File: config.mk
export PLATFORM = sky130hd
export DESIGN_NAME = cpu_out_serializer
export DESIGN_NICKNAME = d
export VERILOG_FILES = /design/src/rtl/cpu_io_pkg.sv /design/src/rtl/out_fifo.sv /design/src/rtl/cpu_out_serializer.sv
export SDC_FILE = /design/constraint.sdc
export NUM_CORES = 1
export LEC_CHECK = 0
export BUFFER_PORTS_ARGS = -buffer_cell sky130_fd_sc_hd__buf_2
export CORE_MARGIN = 2
export CORE_UTILIZATION = 49
export CTS_CLUSTER_SIZE = 25
export DETAILED_ROUTE_END_ITERATION = 8
export GPL_TIMING_DRIVEN = 0
export PLACE_DENSITY = 0.67
export SLEW_MARGIN = 20
export SYNTH_ARGS = -nofsm -noshare
export SYNTH_HDL_FRONTEND = slang
export SYNTH_SLANG_ARGS = --single-unit
File: constraint.sdc
create_clock -name clk -period 3.7 [get_ports clk]
set_input_delay 0.555 -clock clk [delete_from_list [all_inputs] [get_ports clk]]
set_output_delay 0.555 -clock clk [all_outputs]
set_load 0.05 [all_outputs]
File: src/rtl/cpu_io_pkg.sv
// Shared definitions for the CPU output path: serializer FSM encoding,
// data width and frame geometry.
package cpu_io_pkg;

    localparam int DATA_W        = 4;
    localparam int FRAME_BITS    = 6;
    localparam int LAST_DATA_IDX = DATA_W - 1;

    typedef enum logic [1:0] {
        ST_IDLE  = 2'd0,
        ST_START = 2'd1,
        ST_DATA  = 2'd2,
        ST_STOP  = 2'd3
    } tx_state_e;

    // Serial line level driven while in a given state.
    function automatic logic line_level(input tx_state_e st, input logic data_bit);
        case (st)
            ST_START: line_level = 1'b0;
            ST_DATA:  line_level = data_bit;
            default:  line_level = 1'b1;
        endcase
    endfunction

endpackage

File: src/rtl/out_fifo.sv
// Synchronous FIFO holding CPU output writes until the serializer can take them.
// Head entry is readable combinationally so a pop can load the shifter directly.
module out_fifo
    import cpu_io_pkg::*;
#(
    parameter int DEPTH = 4,
    parameter int WIDTH = DATA_W
) (
    input  logic                   clk,
    input  logic                   reset,
    input  logic                   push,
    input  logic [WIDTH-1:0]       push_data,
    input  logic                   pop,
    output logic [WIDTH-1:0]       head_data,
    output logic                   full,
    output logic                   empty,
    output logic [$clog2(DEPTH):0] level
);

    localparam int PTR_W = $clog2(DEPTH);
    localparam int LVL_W = PTR_W + 1;

    logic [WIDTH-1:0] mem_q [DEPTH];
    logic [PTR_W-1:0] wr_ptr_q, wr_ptr_d;
    logic [PTR_W-1:0] rd_ptr_q, rd_ptr_d;
    logic [LVL_W-1:0] level_q, level_d;
    logic             push_ok;
    logic             pop_ok;

    // Full comes from the registered level, so a write while full is
    // dropped even if the same edge also pops.
    assign full    = (level_q == LVL_W'(DEPTH));
    assign empty   = (level_q == '0);
    assign push_ok = push & ~full;
    assign pop_ok  = pop & ~empty;

    always_comb begin
        wr_ptr_d = wr_ptr_q;
        rd_ptr_d = rd_ptr_q;
        level_d  = level_q;
        if (push_ok) begin
            wr_ptr_d = wr_ptr_q + PTR_W'(1);
        end
        if (pop_ok) begin
            rd_ptr_d = rd_ptr_q + PTR_W'(1);
        end
        case ({push_ok, pop_ok})
            2'b10:   level_d = level_q + LVL_W'(1);
            2'b01:   level_d = level_q - LVL_W'(1);
            default: level_d = level_q;
        endcase
    end

    always_ff @(posedge clk or negedge reset) begin
        if (!reset) begin
            wr_ptr_q <= '0;
            rd_ptr_q <= '0;
            level_q  <= '0;
        end else begin
            wr_ptr_q <= wr_ptr_d;
            rd_ptr_q <= rd_ptr_d;
            level_q  <= level_d;
        end
    end

    genvar gi;
    generate
        for (gi = 0; gi < DEPTH; gi++) begin : g_entry
            always_ff @(posedge clk) begin
                if (push_ok && (wr_ptr_q == PTR_W'(gi))) begin
                    mem_q[gi] <= push_data;
                end
            end
        end
    endgenerate

    assign head_data = mem_q[rd_ptr_q];
    assign level     = level_q;

endmodule

File: src/rtl/cpu_out_serializer.sv
// Buffers CPU output writes and shifts each one out as a start/4-data/stop
// frame on a single idle-high line, back-to-back when the FIFO stays non-empty.
module cpu_out_serializer
    import cpu_io_pkg::*;
#(
    parameter int DEPTH        = 4,
    parameter int CLKS_PER_BIT = 4
) (
    input  logic                   clk,
    input  logic                   reset,
    input  logic                   out_valid,
    input  logic [DATA_W-1:0]      out_data,
    output logic                   out_ready,
    output logic                   tx,
    output logic                   busy,
    output logic                   overflow,
    output logic [$clog2(DEPTH):0] level
);

    localparam int              CNT_W    = (CLKS_PER_BIT > 1) ? $clog2(CLKS_PER_BIT) : 1;
    localparam logic [CNT_W-1:0] CNT_LAST = CNT_W'(CLKS_PER_BIT - 1);
    localparam logic [1:0]       IDX_LAST = 2'(LAST_DATA_IDX);

    tx_state_e         state_q, state_d;
    logic [CNT_W-1:0]  cnt_q, cnt_d;
    logic [1:0]        idx_q, idx_d;
    logic [DATA_W-1:0] shift_q, shift_d;
    logic              tx_q, tx_d;
    logic              busy_q, busy_d;
    logic              overflow_q, overflow_d;

    logic              fifo_full;
    logic              fifo_empty;
    logic              fifo_pop;
    logic [DATA_W-1:0] fifo_head;
    logic              bit_done;

    out_fifo #(
        .DEPTH (DEPTH),
        .WIDTH (DATA_W)
    ) u_fifo (
        .clk       (clk),
        .reset     (reset),
        .push      (out_valid),
        .push_data (out_data),
        .pop       (fifo_pop),
        .head_data (fifo_head),
        .full      (fifo_full),
        .empty     (fifo_empty),
        .level     (level)
    );

    assign out_ready  = ~fifo_full;
    assign bit_done   = (cnt_q == CNT_LAST);
    assign overflow_d = overflow_q | (out_valid & fifo_full);

    always_comb begin
        state_d  = state_q;
        cnt_d    = cnt_q;
        idx_d    = idx_q;
        shift_d  = shift_q;
        fifo_pop = 1'b0;

        case (state_q)
            ST_IDLE: begin
                if (!fifo_empty) begin
                    fifo_pop = 1'b1;
                    shift_d  = fifo_head;
                    cnt_d    = '0;
                    state_d  = ST_START;
                end
            end
            ST_START: begin
                if (bit_done) begin
                    cnt_d   = '0;
                    idx_d   = '0;
                    state_d = ST_DATA;
                end else begin
                    cnt_d = cnt_q + CNT_W'(1);
                end
            end
            ST_DATA: begin
                if (bit_done) begin
                    cnt_d = '0;
                    if (idx_q == IDX_LAST) begin
                        state_d = ST_STOP;
                    end else begin
                        shift_d = shift_q >> 1;
                        idx_d   = idx_q + 2'd1;
                    end
                end else begin
                    cnt_d = cnt_q + CNT_W'(1);
                end
            end
            ST_STOP: begin
                if (bit_done) begin
                    cnt_d = '0;
                    // Chain straight into the next frame to avoid an idle gap.
                    if (!fifo_empty) begin
                        fifo_pop = 1'b1;
                        shift_d  = fifo_head;
                        state_d  = ST_START;
                    end else begin
                        state_d = ST_IDLE;
                    end
                end else begin
                    cnt_d = cnt_q + CNT_W'(1);
                end
            end
            default: state_d = ST_IDLE;
        endcase

        tx_d   = line_level(state_d, shift_d[0]);
        busy_d = (state_d != ST_IDLE);
    end

    always_ff @(posedge clk or negedge reset) begin
        if (!reset) begin
            state_q    <= ST_IDLE;
            cnt_q      <= '0;
            idx_q      <= '0;
            shift_q    <= '0;
            tx_q       <= 1'b1;
            busy_q     <= 1'b0;
            overflow_q <= 1'b0;
        end else begin
            state_q    <= state_d;
            cnt_q      <= cnt_d;
            idx_q      <= idx_d;
            shift_q    <= shift_d;
            tx_q       <= tx_d;
            busy_q     <= busy_d;
            overflow_q <= overflow_d;
        end
    end

    assign tx       = tx_q;
    assign busy     = busy_q;
    assign overflow = overflow_q;

endmodule

Yosys cells after proc, flatten, opt, wreduce, memory -nomap -nowiden. Memories as Yosys holds them, arrays and structs flattened. Cells that the tools add are included.

Muxes and demuxes: 41. Reductions and logical operators: 17. Bitwise logic cells: 6. Equal/unequal tests: 18. Add/subtract/negate cells: 6.

Operators by type and width (number): 4-bit 2-to-1 mux (7); 2-bit 2-to-1 mux (13); 2-bit equality test (second input constant) (8); 1-bit 2-to-1 mux (14); 4-bit case mux with 3 select lines (1); 4-bit OR reduction (3); 2-bit != test (second input constant) (5); 2-bit by 1-bit adder with 2-bit output (second input constant) (4); 2-bit by 1-bit equality test with 1-bit output (second input constant) (4); 2-bit case mux with 2 select lines (2); 2-bit case mux with 4 select lines (1); 4-bit AND reduction (2); 3-bit case mux with 2 select lines (1); 2-bit nonzero test (3); 1-bit logical AND (4); 2-bit logical NOT (2); 1-bit case mux with 2 select lines (2); 3-bit by 1-bit adder with 3-bit output (second input constant) (1); 1-bit AND (3); 3-bit equality test (second input constant) (1); 3-bit logical NOT (1); 3-bit nonzero test (1); 3-bit OR reduction (1); 3-bit by 1-bit subtractor with 3-bit output (second input constant) (1); other kinds (2) (3).

Register bits: 20. Bits of input ports: 7. Memories kept: 1. Logic and storage cells: 100. Memory bits (writable): 16.

Memories: u_fifo.mem_q (words 4, width 4, read ports 1, clocked after memory_dff 0, wr ports 1, line out_fifo.sv:23) `logic [WIDTH-1:0] mem_q [DEPTH];`.

Longest topological paths before layout.
Word-level depth: 10. Mapped depth: 11. Mapped depth without buffers: 11.

Modules after synthesis. A second synthesis with hierarchy kept.

Cells, all modules: 148. Area total of the unflattened synthesis: 1879.3 µm².

By module, submodules not included: out_fifo (times used 1, cells each 59, area an instance 1016.0 µm², seq. area each 655.6 µm²); cpu_out_serializer (times used 1, cells each 89, area an instance 863.3 µm², seq. area each 326.6 µm²).

Least setup slack after synthesis. No wires, ideal clock.

Kind: flip-flop to flip-flop. Start: reg u_fifo.level_q[2] (netlist: u_fifo.level[2]). End: reg u_fifo.level_q[2] (netlist: u_fifo.level[2]). Path buffers: 0. Setup time: 0.149 ns. Cell stages (with the launch flop): 9. Period minus slack after synthesis: 2.565 ns. Arrival: 2.416 ns. Path slack: 1.135 ns. Path through: dfrtp_1 nand2_1 nand2_1 ha_1 inv_1 fa_1 xor2_1 nor2_1 xor2_1.

Elaborated cells between the ends (all ways): 15. Those cells by class: add/sub: 2; eq/ne: 3; mux: 4; bitwise: 4; reduce/logical: 2.

RTL lines: from (decl) (line out_fifo.sv:26) `logic [LVL_W-1:0] level_q, level_d;`; from (signal assigned) (line out_fifo.sv:62) `level_q <= level_d;`; 3-bit equality test * (line out_fifo.sv:32) `assign full = (level_q == LVL_W'(DEPTH));`; 1-bit inverter *; named net out_ready (line cpu_out_serializer.sv:13) `output logic out_ready,`; 1-bit AND * (line out_fifo.sv:34) `assign push_ok = push & ~full;`; 2-bit by 1-bit equality test with 1-bit output / 2-bit equality test (equally long branches) (line out_fifo.sv:47) `case ({push_ok, pop_ok})`; 3-bit case mux with 2 select lines / 2-bit nonzero test (equally long branches).

Mark *: on every way through the listed nets, which the timed path passes. The rest lies on a longest branch. A chain may end at the register's enable or synchronous reset.

Final worst setup path.
Start: reg state_q[0]. End: reg u_fifo.level_q[2] (netlist: u_fifo.level[2]).

Longest elaborated chain between the ends: 5. Elaborated cells between the ends (all ways): 8. Those cells by class: eq/ne: 3; mux: 2; bitwise: 1; reduce/logical: 2.

Ends and longest elaborated chain: from (decl) (line cpu_out_serializer.sv:24) `tx_state_e state_q, state_d;`; from (signal assigned) (line cpu_out_serializer.sv:127) `state_q <= state_d;`; 2-bit equality test / 2-bit logical NOT (equally long branches) (line cpu_out_serializer.sv:64) `case (state_q)`; 1-bit case mux with 2 select lines * (line cpu_out_serializer.sv:64); 1-bit AND * (line out_fifo.sv:35) `assign pop_ok = pop & ~empty;`; named net u_fifo.pop_ok (line out_fifo.sv:28) `logic pop_ok;`; 2-bit by 1-bit equality test with 1-bit output / 2-bit equality test (equally long branches) (line out_fifo.sv:47); 3-bit case mux with 2 select lines / 2-bit nonzero test (equally long branches).

Marks and branches as above.

==> flow_summary.toml <==
[job]
max_cap_violations = 0

[worst_setup_path]
crit_start = "state_q[0]$_DFF_PN0_"
setup.worst_path.end_class = "register"
path_buf_inv = 2
start_kind = "register"
reg2reg_depth = 11
path_cells = "inv_1 > ha_1 > a21oi_4 > or2_1 > nor2_2 > ha_1 > inv_1 > fa_1 > xor2_1 > nor2_1 > xor2_1"
r2r-start = "state_q[0]$_DFF_PN0_"
cp.depth = 11
cpPeakStageDelay_ps = 440
r2r_setup_slack_ps = 1270
crit_family = "adder cells"
cp_slowest_cell = "dfrtp_1"
rr_endpoint = "u_fifo.level[2]$_DFFE_PN0P_"
crit_type = "reg -> reg"
cp-endpoint = "u_fifo.level[2]$_DFFE_PN0P_"
critPathMaxFanout = 5
crit_required_ps = 3910
arrival_ps = 2640

[sta]
fin_skew_ps = 7.61
slew_headroom_pct = 69.6
setup_viol = 0
grt_setup_unrepaired = "no"
timing.final.crit_share_pct = 65.6
worstMarginPinSlew_ps = 456
final_max_slew_viol_count = 0
fmax_ghz = 0.412
setup_tns_ps = 0
period_needed_ps = 2430
hold_violations = 0

[finish]
layout_commonest_cell = "dfrtp_1"
final_cell_mix = "dfrtp_1 (19), edfxtp_1 (16), buf_2 (14)"
nets = 185
drive_gt1_share_pct = 23.2
areaGrowthSynthToFinish_pct = 10.9
fillers = 301
n_antenna_cell = 0

[status]
status = "completed"

[power]
powerDensity_mw_per_mm2 = 877
power_mw = 1.80
vdd_ir_drop_max_uv = 497
leakage_nw = 0.875

[synthesis]
ys_async_sr_fraction_pct = 55.6
syn_avg_cell_area_um2 = 12.9
synth_edf_count = 16
synth_area_mm2 = 0.00185
synth_cell_type_count = 46
synth_nets = 165
ys_seq_area_share_pct = 53.0
synth_ff_type = "dfrtp_1"
yosys_warnings = 0
syn_inst = 144
synth-seq-cells = 36

[floorplan]
die_h_um = 65.5
dieArea_mm2 = 0.00429
ios = 14
coreArea_mm2 = 0.00366
start_util_pct = 50.6
die_w_um = 65.5
fp-row-count = 22

[detailed_routing]
wl_per_cell_um = 14.7
num_vias = 1119
ant_nets = 0
routed_wl_um = 3120
drt_iter0_markers = 23
firstDrtPassIters = 4
vias_per_cell = 5.28
remaining_drc_errors = 0

[cts]
clock-sinks = 36
cts_buffers = 5
clkTransAtPathRegs_ps = 70
ctsResizeCount = 0
cts-root-buf = "clkbuf_8"
clock_latency_ps = 290
htree_levels = 2
cts_tree = "built"
cts_hold_buffers = 0
cts_buffer_depth = 2
post_cts_buffers = 0

[place]
place.gp.congestion = 0.806
io_buffers = 13
dp_hpwl_um = 2350

[grt]
gr-total-overflow = 0
antenna_found_initial = 0
grt_usage_pct = 17.2
grt_pass1_wl_um = 5290
grt_max_degree = 21
grt_pass1_vias = 1099

[worst_hold_path]
min_path_type = "in -> async"
power breakdown:
part	total (mW)	leakage, nW	switching, mW	internal [mW]
logic	0.871	0.446	0.517	0.354
clock network	0.260	0.0410	0.132	0.128
registers	0.672	0.388	0.103	0.569
state kept, by name (all words and copies together), names as in the netlist:
signal           count
cnt_q                2
u_fifo.mem_q        16
idx_q                2
shift_q              4
u_fifo.level         3
state_q              2
tx                   1
u_fifo.wr_ptr_q      2
overflow             1
busy                 1
u_fifo.rd_ptr_q      2
Yosys cell counts, drive strengths merged, types with 2 or more instances:
library cell,instances,area (um^2)
nor2b,2,20.0
buf,3,27.5
mux2i,4,40.0
o21ai,7,38.8
xnor2,3,26.3
mux4,3,71.3
dfrtp,19,475
ha,13,163
edfxtp,16,480
nand3b,2,15.0
a22o,5,43.8
and3,4,25.0
nor2,7,28.8
nand2,13,48.8
o21a,2,15.0
inv,10,37.5
and2,3,18.8
nor3,3,26.3
mux2,3,33.8
a21oi,4,35.0
xor2,3,26.3
layout make-up:
| type | instances | area, um^2 | share of cell area (%) |
|---|---|---|---|
| flip-flops and latches | 36 | 982 | 47.8 |
| plain buffers | 4 | 31.3 | 1.52 |
| well taps | 48 | 60.1 | 2.92 |
| clock buffers | 6 | 72.6 | 3.53 |
| repair buffers | 13 | 65.1 | 3.16 |
| clock inverters | 1 | 5.00 | 0.243 |
| multi-input cells | 94 | 802 | 39.0 |
| inverters | 10 | 37.5 | 1.83 |
how the worst min path moves through the flow:
| stage | startpoint | to | slack, ps | cells past startpoint |
|---|---|---|---|---|
| floorplan | reset | busy$_DFF_PN0_ | 260 | 0 |
| global placement | overflow$_DFF_PN0_ | overflow$_DFF_PN0_ | 450 | 1 |
| detailed placement | overflow$_DFF_PN0_ | overflow$_DFF_PN0_ | 460 | 1 |
| CTS | reset | idx_q[1]$_DFFE_PN0P_ | 220 | 1 |
| global route | reset | idx_q[0]$_DFFE_PN0P_ | 240 | 1 |
| finish | reset | cnt_q[1]$_DFFE_PN0P_ | 200 | 1 |
through the flow:
stage	instance area (um^2)	setup WS [ps]	cells	utilization [%]	hold slack, ps
finish	2060	1270	212	56.2	204
global route	2060	1090	212	56.2	244
CTS	2060	1260	212	56.2	225
detailed placement	1980	1280	205	54.0	456
global placement	1980	1290	205	54.0	448
floorplan	1850	1130	144	-	259
worst register-to-register path: stages, from the launching register on:
cell and delay, ps:
dfrtp_1 440, inv_1 120, ha_1 280, a21oi_4 60, or2_1 250, nor2_2 150, ha_1 210, inv_1 60
fa_1 370, xor2_1 150, nor2_1 110, xor2_1 150
per-layer routing:
metal / global-route usage (%) / part of all wire, % / vias up
met5: 0 / 0 / -
met4: 7.81 / 2.1 / 0
met3: 5.14 / 3.2 / 6
met2: 27.4 / 49 / 13
met1: 21.7 / 46 / 545
li1: - / - / 555
logic make-up after synthesis:
logic type	Yosys count	synth area share, %
buffers and inverters	14	3.71
AOI/OAI and AO/OA	25	10.7
DFF	36	53.0
xor gates and xnor gates	6	2.84
adders and majority gates	14	9.86
muxes	10	7.83
and+or+nand+nor	39	12.0
(Power assumes the default switching activity.)
